### src/rtl/mole_game_if.sv
// Button and display bundle between the whack-a-mole round sequencer and its surroundings.
// master: button/display side; slave: the sequencer.
interface mole_game_if #(
  parameter int N_MOLES = 4
);
  logic               start;
  logic [N_MOLES-1:0] whack;
  logic [N_MOLES-1:0] mole_led;
  logic [7:0]         score;
  logic [7:0]         round;
  logic               hit_pulse;
  logic               miss_pulse;
  logic               busy;
  logic               game_over;

  modport master (
    output start, whack,
    input  mole_led, score, round, hit_pulse, miss_pulse, busy, game_over
  );

  modport slave (
    input  start, whack,
    output mole_led, score, round, hit_pulse, miss_pulse, busy, game_over
  );
endinterface

### src/rtl/mole_game_ctrl.sv
// Whack-a-mole round sequencer: GAP/SHOW/SCORE pacing, LFSR mole pick,
// hit/miss judging on button rising edges, saturating score and round count.
module mole_game_ctrl #(
  parameter int N_MOLES     = 4,
  parameter int SHOW_CYCLES = 1000,
  parameter int GAP_CYCLES  = 500,
  parameter int ROUNDS      = 16
) (
  input logic         clk,
  input logic         rst_n,
  mole_game_if.slave  bus
);
  localparam int IW   = $clog2(N_MOLES);
  localparam int MAXC = (SHOW_CYCLES > GAP_CYCLES) ? SHOW_CYCLES : GAP_CYCLES;
  localparam int TW   = $clog2(MAXC);

  typedef enum logic [2:0] {IDLE, GAP, SHOW, SCORE, DONE} state_t;

  state_t             state_reg;
  logic [TW-1:0]      timer_reg;
  logic [7:0]         lfsr_reg;
  logic               start_q;
  logic [N_MOLES-1:0] whack_q;
  logic [N_MOLES-1:0] mole_led_reg;
  logic [7:0]         score_reg;
  logic [7:0]         round_reg;
  logic               hit_reg;
  logic               miss_reg;
  logic               busy_reg;
  logic               game_over_reg;

  logic               start_e;
  logic [N_MOLES-1:0] whack_e;
  logic               lfsr_fb;
  logic [N_MOLES-1:0] lit_pick;

  assign start_e  = bus.start & ~start_q;
  assign whack_e  = bus.whack & ~whack_q;
  // x^8+x^6+x^5+x^4+1, shifting toward the MSB
  assign lfsr_fb  = lfsr_reg[7] ^ lfsr_reg[5] ^ lfsr_reg[4] ^ lfsr_reg[3];
  assign lit_pick = {{(N_MOLES-1){1'b0}}, 1'b1} << lfsr_reg[IW-1:0];

  always_ff @(posedge clk or negedge rst_n) begin
    if (!rst_n) begin
      state_reg     <= IDLE;
      timer_reg     <= '0;
      lfsr_reg      <= 8'hA5;
      start_q       <= 1'b1;
      whack_q       <= '1;
      mole_led_reg  <= '0;
      score_reg     <= 8'd0;
      round_reg     <= 8'd0;
      hit_reg       <= 1'b0;
      miss_reg      <= 1'b0;
      busy_reg      <= 1'b0;
      game_over_reg <= 1'b0;
    end else begin
      start_q  <= bus.start;
      whack_q  <= bus.whack;
      lfsr_reg <= {lfsr_reg[6:0], lfsr_fb};
      hit_reg  <= 1'b0;
      miss_reg <= 1'b0;

      case (state_reg)
        IDLE, DONE: begin
          if (start_e) begin
            state_reg     <= GAP;
            timer_reg     <= '0;
            score_reg     <= 8'd0;
            round_reg     <= 8'd0;
            busy_reg      <= 1'b1;
            game_over_reg <= 1'b0;
          end
        end

        GAP: begin
          if (timer_reg == TW'(GAP_CYCLES - 1)) begin
            state_reg    <= SHOW;
            timer_reg    <= '0;
            mole_led_reg <= lit_pick;
          end else begin
            timer_reg <= timer_reg + 1'b1;
          end
        end

        SHOW: begin
          // An edge in the last SHOW cycle is judged, not treated as a timeout.
          if ((whack_e != '0) || (timer_reg == TW'(SHOW_CYCLES - 1))) begin
            state_reg    <= SCORE;
            mole_led_reg <= '0;
            if (whack_e == mole_led_reg)
              hit_reg <= 1'b1;
            else
              miss_reg <= 1'b1;
          end else begin
            timer_reg <= timer_reg + 1'b1;
          end
        end

        SCORE: begin
          if (hit_reg && (score_reg != 8'hFF))
            score_reg <= score_reg + 8'd1;
          round_reg <= round_reg + 8'd1;
          if ((round_reg + 8'd1) == 8'(ROUNDS)) begin
            state_reg     <= DONE;
            busy_reg      <= 1'b0;
            game_over_reg <= 1'b1;
          end else begin
            state_reg <= GAP;
            timer_reg <= '0;
          end
        end

        default: begin
          state_reg <= IDLE;
          busy_reg  <= 1'b0;
        end
      endcase
    end
  end

  assign bus.mole_led   = mole_led_reg;
  assign bus.score      = score_reg;
  assign bus.round      = round_reg;
  assign bus.hit_pulse  = hit_reg;
  assign bus.miss_pulse = miss_reg;
  assign bus.busy       = busy_reg;
  assign bus.game_over  = game_over_reg;

endmodule

### src/flat_wrapper.sv
// flat-port wrapper written by rule: the top's interface ports become plain ports
module mole_game_ctrl_flat 
#(
  parameter int N_MOLES     = 4,
  parameter int SHOW_CYCLES = 1000,
  parameter int GAP_CYCLES  = 500,
  parameter int ROUNDS      = 16
)
  (clk, rst_n, bus_start, bus_whack, bus_mole_led, bus_score, bus_round, bus_hit_pulse, bus_miss_pulse, bus_busy, bus_game_over);
  mole_game_if #(.N_MOLES(N_MOLES)) bus_i ();
  input logic clk;
  input logic rst_n;
  input wire logic [$bits(bus_i.start)-1:0] bus_start;
  input wire logic [$bits(bus_i.whack)-1:0] bus_whack;
  output wire logic [$bits(bus_i.mole_led)-1:0] bus_mole_led;
  output wire logic [$bits(bus_i.score)-1:0] bus_score;
  output wire logic [$bits(bus_i.round)-1:0] bus_round;
  output wire logic [$bits(bus_i.hit_pulse)-1:0] bus_hit_pulse;
  output wire logic [$bits(bus_i.miss_pulse)-1:0] bus_miss_pulse;
  output wire logic [$bits(bus_i.busy)-1:0] bus_busy;
  output wire logic [$bits(bus_i.game_over)-1:0] bus_game_over;
  assign bus_i.start = bus_start;
  assign bus_i.whack = bus_whack;
  assign bus_mole_led = bus_i.mole_led;
  assign bus_score = bus_i.score;
  assign bus_round = bus_i.round;
  assign bus_hit_pulse = bus_i.hit_pulse;
  assign bus_miss_pulse = bus_i.miss_pulse;
  assign bus_busy = bus_i.busy;
  assign bus_game_over = bus_i.game_over;
  mole_game_ctrl #(.N_MOLES(N_MOLES), .SHOW_CYCLES(SHOW_CYCLES), .GAP_CYCLES(GAP_CYCLES), .ROUNDS(ROUNDS)) u_core (.clk(clk), .rst_n(rst_n), .bus(bus_i));
endmodule
### config.mk
export PLATFORM = sky130hd
export DESIGN_NAME = mole_game_ctrl_flat
export DESIGN_NICKNAME = d
export VERILOG_FILES = /design/src/rtl/mole_game_if.sv /design/src/rtl/mole_game_ctrl.sv /design/src/flat_wrapper.sv
export SDC_FILE = /design/constraint.sdc
export NUM_CORES = 1
export LEC_CHECK = 0
export ABC_CLOCK_PERIOD_IN_PS = 2150
export BUFFER_PORTS_ARGS = -buffer_cell sky130_fd_sc_hd__buf_2
export CORE_ASPECT_RATIO = 2
export CORE_UTILIZATION = 50
export CTS_BUF_LIST = sky130_fd_sc_hd__clkbuf_4
export DETAILED_ROUTE_END_ITERATION = 6
export PLACE_DENSITY = 0.78
export RECOVER_POWER = 25
export SETUP_SLACK_MARGIN = 0.05
export SLEW_MARGIN = 20
export SYNTH_ARGS = -nofsm -noshare
export SYNTH_HDL_FRONTEND = slang
export SYNTH_SLANG_ARGS = --single-unit
export TNS_END_PERCENT = 100
### constraint.sdc
create_clock -name clk -period 2.15 [get_ports clk]
set_clock_uncertainty 0.1 [all_clocks]
set_input_delay 0.1075 -clock clk [delete_from_list [all_inputs] [get_ports clk]]
set_output_delay 0.1075 -clock clk [all_outputs]
set_load 0.01 [all_outputs]
==> key figures <==
Status
  – Status: completed

Timing
  – Final worst-path cycle share: 92.4%
  – F_max: 504 MHz
  – Post-route minimum period: 1.99 ns
  – Transition at the pin with the smallest max-transition slack: 0.813 ns
  – Final hold viol count: 0
  – Summed negative setup slack over all endpoints: 0 ns
  – Unrepaired setup endpoints after global routing: false
  – Worst slew slack as a fraction of its limit: 45.8%
  – Final setup violating endpoints: 0
  – Post-route setup slack: 0.164 ns
  – Number of pins exceeding their max-slew limit in the final report: 0

Power
  – Power share of the combinational group: 27.1%
  – Final Total Pwr: 2.64 mW
  – Net load switching power: 944 uW
  – Net switching fraction of the power: 35.8%
  – Power Dens Cells: 921 mW/mm^2
  – Share of power burned in the clock network: 21.5%
  – Leakage: 1.32 nW
  – Maximum vdd drop: 632 uV
  – Seq pwr share: 51.5%
  – Internal: 1.69 mW

Setup path
  – Type of the setup path with the least slack: flop to flop
  – Data arrival at the endpoint of the critical path: 2.16 ns
  – Top fanout value on the critical path: 17
  – Library cell contributing the largest single delay on the critical path: dfrtp_1
  – Nature of the critical path endpoint: flop
  – Worst-path cell chain: ha_1, and2b_1, nand3_1, a31o_4, and3_1, a221o_1
  – Top cell family by delay on the critical path: compound AO/OA/AOI/OAI gates
  – Slowest stage delay, CP: 0.42 ns
  – Total buffers and inverters traversed by the critical path: 0
  – Critical Path Start Type: flop
  – Required @ worst endpoint: 2.32 ns

Finish
  – Number of filler cells placed in the layout: 415
  – Finished Cell Area: 0.00286 sq mm
  – Ratio of cells with drive above 1 in the final layout: 23.0%
  – Antenna cell count: 0
  – Area grow syn2layout: 15.1%
  – Max reg flops: 10
  – Number of nets in the layout: 292

Floorplanning
  – Number of primary I/O pins: 31
  – Die area: 0.00528 sq mm
  – Initial core utilization: 51.6%
  – Horizontal die dimension: 51.9 um
  – Number of placement rows: 36
  – Chip Height: 102 um
  – Core area: 0.00482 sq mm

Logic synthesis
  – Post-Synthesis Cell Area: 0.00249 sq mm
  – Sequential share of the synthesized area: 50.8%
  – Most instantiated library cell after synthesis: dfrtp_1
  – Post-Synthesis Net Count: 248
  – Avg Cell Area, Syn: 10.5 sq um
  – Top post-synthesis cells by count: dfrtp_1, nor2_1, nand2_1, o21ai_0
  – Largest area contributor in the netlist: dfrtp_1
  – Count of cell types in the netlist: 58
  – Fraction of registers with async set or reset after synthesis: 100%
  – Leading post-synthesis cells by cell area: dfrtp_1, dfstp_2, nor2_1
  – Cell count after synthesis: 238
  – Proportion of netlist area held by the largest area contributor: 41.2%
  – Dominant register cell in the synthesized netlist: dfrtp_1
  – Yosys warnings: 0
  – Number of synthesized flops with an enable pin: 0
  – Count of state elements after synthesis: 50

Worst hold path
  – Tightest Hold Check Type: input port to async pin

Place
  – Total half-perimeter wirelength after legalization and detailed placement: 3.95 mm
  – Final RePlAce weighted congestion: 0.838
  – Pre-CTS setup slack: 0.138 ns
  – Post-detailed-placement cell area: 0.00272 sq mm
  – Quantity of I/O buffers inserted on ports: 30

GRT
  – Combined global-route utilization of all metal layers: 22.8%
  – Initial antenna violation count: 0
  – Overflow after GRT: 0
  – First-pass GRT wire length: 8.77 mm
  – Via count of the first global-routing pass: 1918
  – Largest net degree at the start of global routing: 21

CTS
  – Level count of the clock H-tree: 2
  – Latest clock arrival within the worst-skew pair: 0.38 ns
  – Number of CTS-inserted buffers: 5
  – Total number of clock tree sinks: 50
  – Clock tree root driver cell: clkbuf_4
  – Clock-pin slew on the worst setup and hold paths: 0.16 ns
  – Max Root-Sink Buffers: 2
  – Clock tree from TritonCTS: done

Routing
  – Routed wire per std cell: 16.1 um
  – Post-DR vias/cell: 5.72
  – Initial drt markers: 55
  – Post-detailed-route DRC marker count: 0
  – Routed wire length: 5.47 mm
  – Number of vias in the routed layout: 1944
  – Antenna Nets Post-Route: 0
  – Number of detailed-route iterations in the first pass: 5

Job
  – Max capacitance violation total: 0
-- placed cells by master (no fill, tap or decap), types with 2 or more instances in the layout --
master | netlist | final
dfrtp_1 | 41 | 39
nand3_1 | 9 | 9
xnor2_1 | 7 | 7
a41oi_1 | 2 | 2
nand2b_1 | 3 | 3
o21ai_0 | 18 | 18
buf_4 | 0 | 5
buf_2 | 2 | 24
dfstp_2 | 9 | 7
a221o_1 | 4 | 4
nor2_1 | 29 | 29
a22o_1 | 4 | 4
nand2_1 | 21 | 21
xor2_1 | 8 | 8
inv_1 | 9 | 9
dfstp_1 | 0 | 2
ha_1 | 3 | 3
nand4_1 | 6 | 6
o21ai_1 | 3 | 3
o21bai_1 | 2 | 2
nor2b_1 | 7 | 7
dlygate4sd3_1 | 0 | 6
dfrtp_2 | 0 | 2
clkbuf_1 | 1 | 6
clkbuf_4 | 0 | 5
a32o_1 | 2 | 2
and3_1 | 7 | 7
nor3_1 | 5 | 5
a21oi_1 | 2 | 2
-- cell families after synthesis --
family / Yosys count / synth area share, %
AO/OA/AOI/OAI: 48 / 14.8
adder cells (fa/ha/maj): 3 / 1.51
XOR/XNOR: 15 / 5.28
AND/OR/NAND/NOR: 107 / 24.6
buffers and inverters: 14 / 2.56
multiplexers: 1 / 0.402
flip-flops: 50 / 50.8
-- worst register-to-register path: stages, from the launching register on --
cell	delay (ns)
dfrtp_1	0.42
ha_1	0.22
and2b_1	0.23
nand3_1	0.14
a31o_4	0.33
and3_1	0.18
a221o_1	0.26
-- through the flow --
step	util (%)	hold slack, ns	std cells
floorplan	-	-0.288	238
global placement	56.4	-0.0787	325
detailed placement	56.4	-0.0712	325
CTS	59.3	0.0346	339
global route	59.4	0.262	340
finish	59.4	0.205	340
-- area by class of cell --
| type | count | area [sq um] | share of cell area (%) |
|---|---|---|---|
| Tap cell | 57 | 71.3 | 2.49 |
| Clock buffer | 5 | 37.5 | 1.31 |
| Clock inverter | 3 | 43.8 | 1.53 |
| Multi-Input combinational cell | 174 | 1170 | 40.8 |
| Inverter | 9 | 33.8 | 1.18 |
| Sequential cell | 50 | 1260 | 44.2 |
| Timing Repair Buffer | 42 | 245 | 8.56 |
-- layer usage --
| metal | global-route usage [%] | vias up | wire length [um] |
|---|---|---|---|
| met1 | 23.8 | 948 | 2070 |
| met5 | 0 | - | 0 |
| li1 | - | 935 | - |
| met4 | 12.9 | 0 | 185 |
| met2 | 41.6 | 43 | 3090 |
| met3 | 3.00 | 18 | 120 |
-- power groups by stage --
stage               Combinational, mW  Sequential, mW  Clock (mW)
global route                    0.793            1.39       0.601
detailed placement              0.689            1.37           0
floorplan                       0.443            1.37           0
CTS                             0.701            1.35       0.579
global placement                0.673            1.36           0
finish                          0.714            1.36       0.567
-- final timing paths --
path                                                      start                         endpoint  slack [ns]  cells past startpoint
worst max-delay path            u_core.timer_reg[1]$_DFFE_PN0P_  u_core.timer_reg[8]$_DFFE_PN0P_        0.16                      6
worst min-delay path                                      rst_n  u_core.bus.round[3]$_DFFE_PN0P_        0.20                      2
worst max register to register  u_core.timer_reg[1]$_DFFE_PN0P_  u_core.timer_reg[8]$_DFFE_PN0P_        0.16                      6
worst min register to register     u_core.lfsr_reg[6]$_DFF_PN0_     u_core.lfsr_reg[7]$_DFF_PN1_        0.28                      0
max in group asynchronous                                 rst_n  u_core.timer_reg[8]$_DFFE_PN0P_        0.79                      3
min in group clk                                   bus_whack[0]      u_core.whack_q[0]$_DFF_PN1_        0.25                      2
-- timing repair --
item                       4_1_cts  5_1_grt
setup endpoints to repair        0        7
setup buffers                    0        1
hold endpoints to repair        50        0
hold buffers                     6        0
gates resized for setup          0        3
Power figures use the tool's default switching activity.
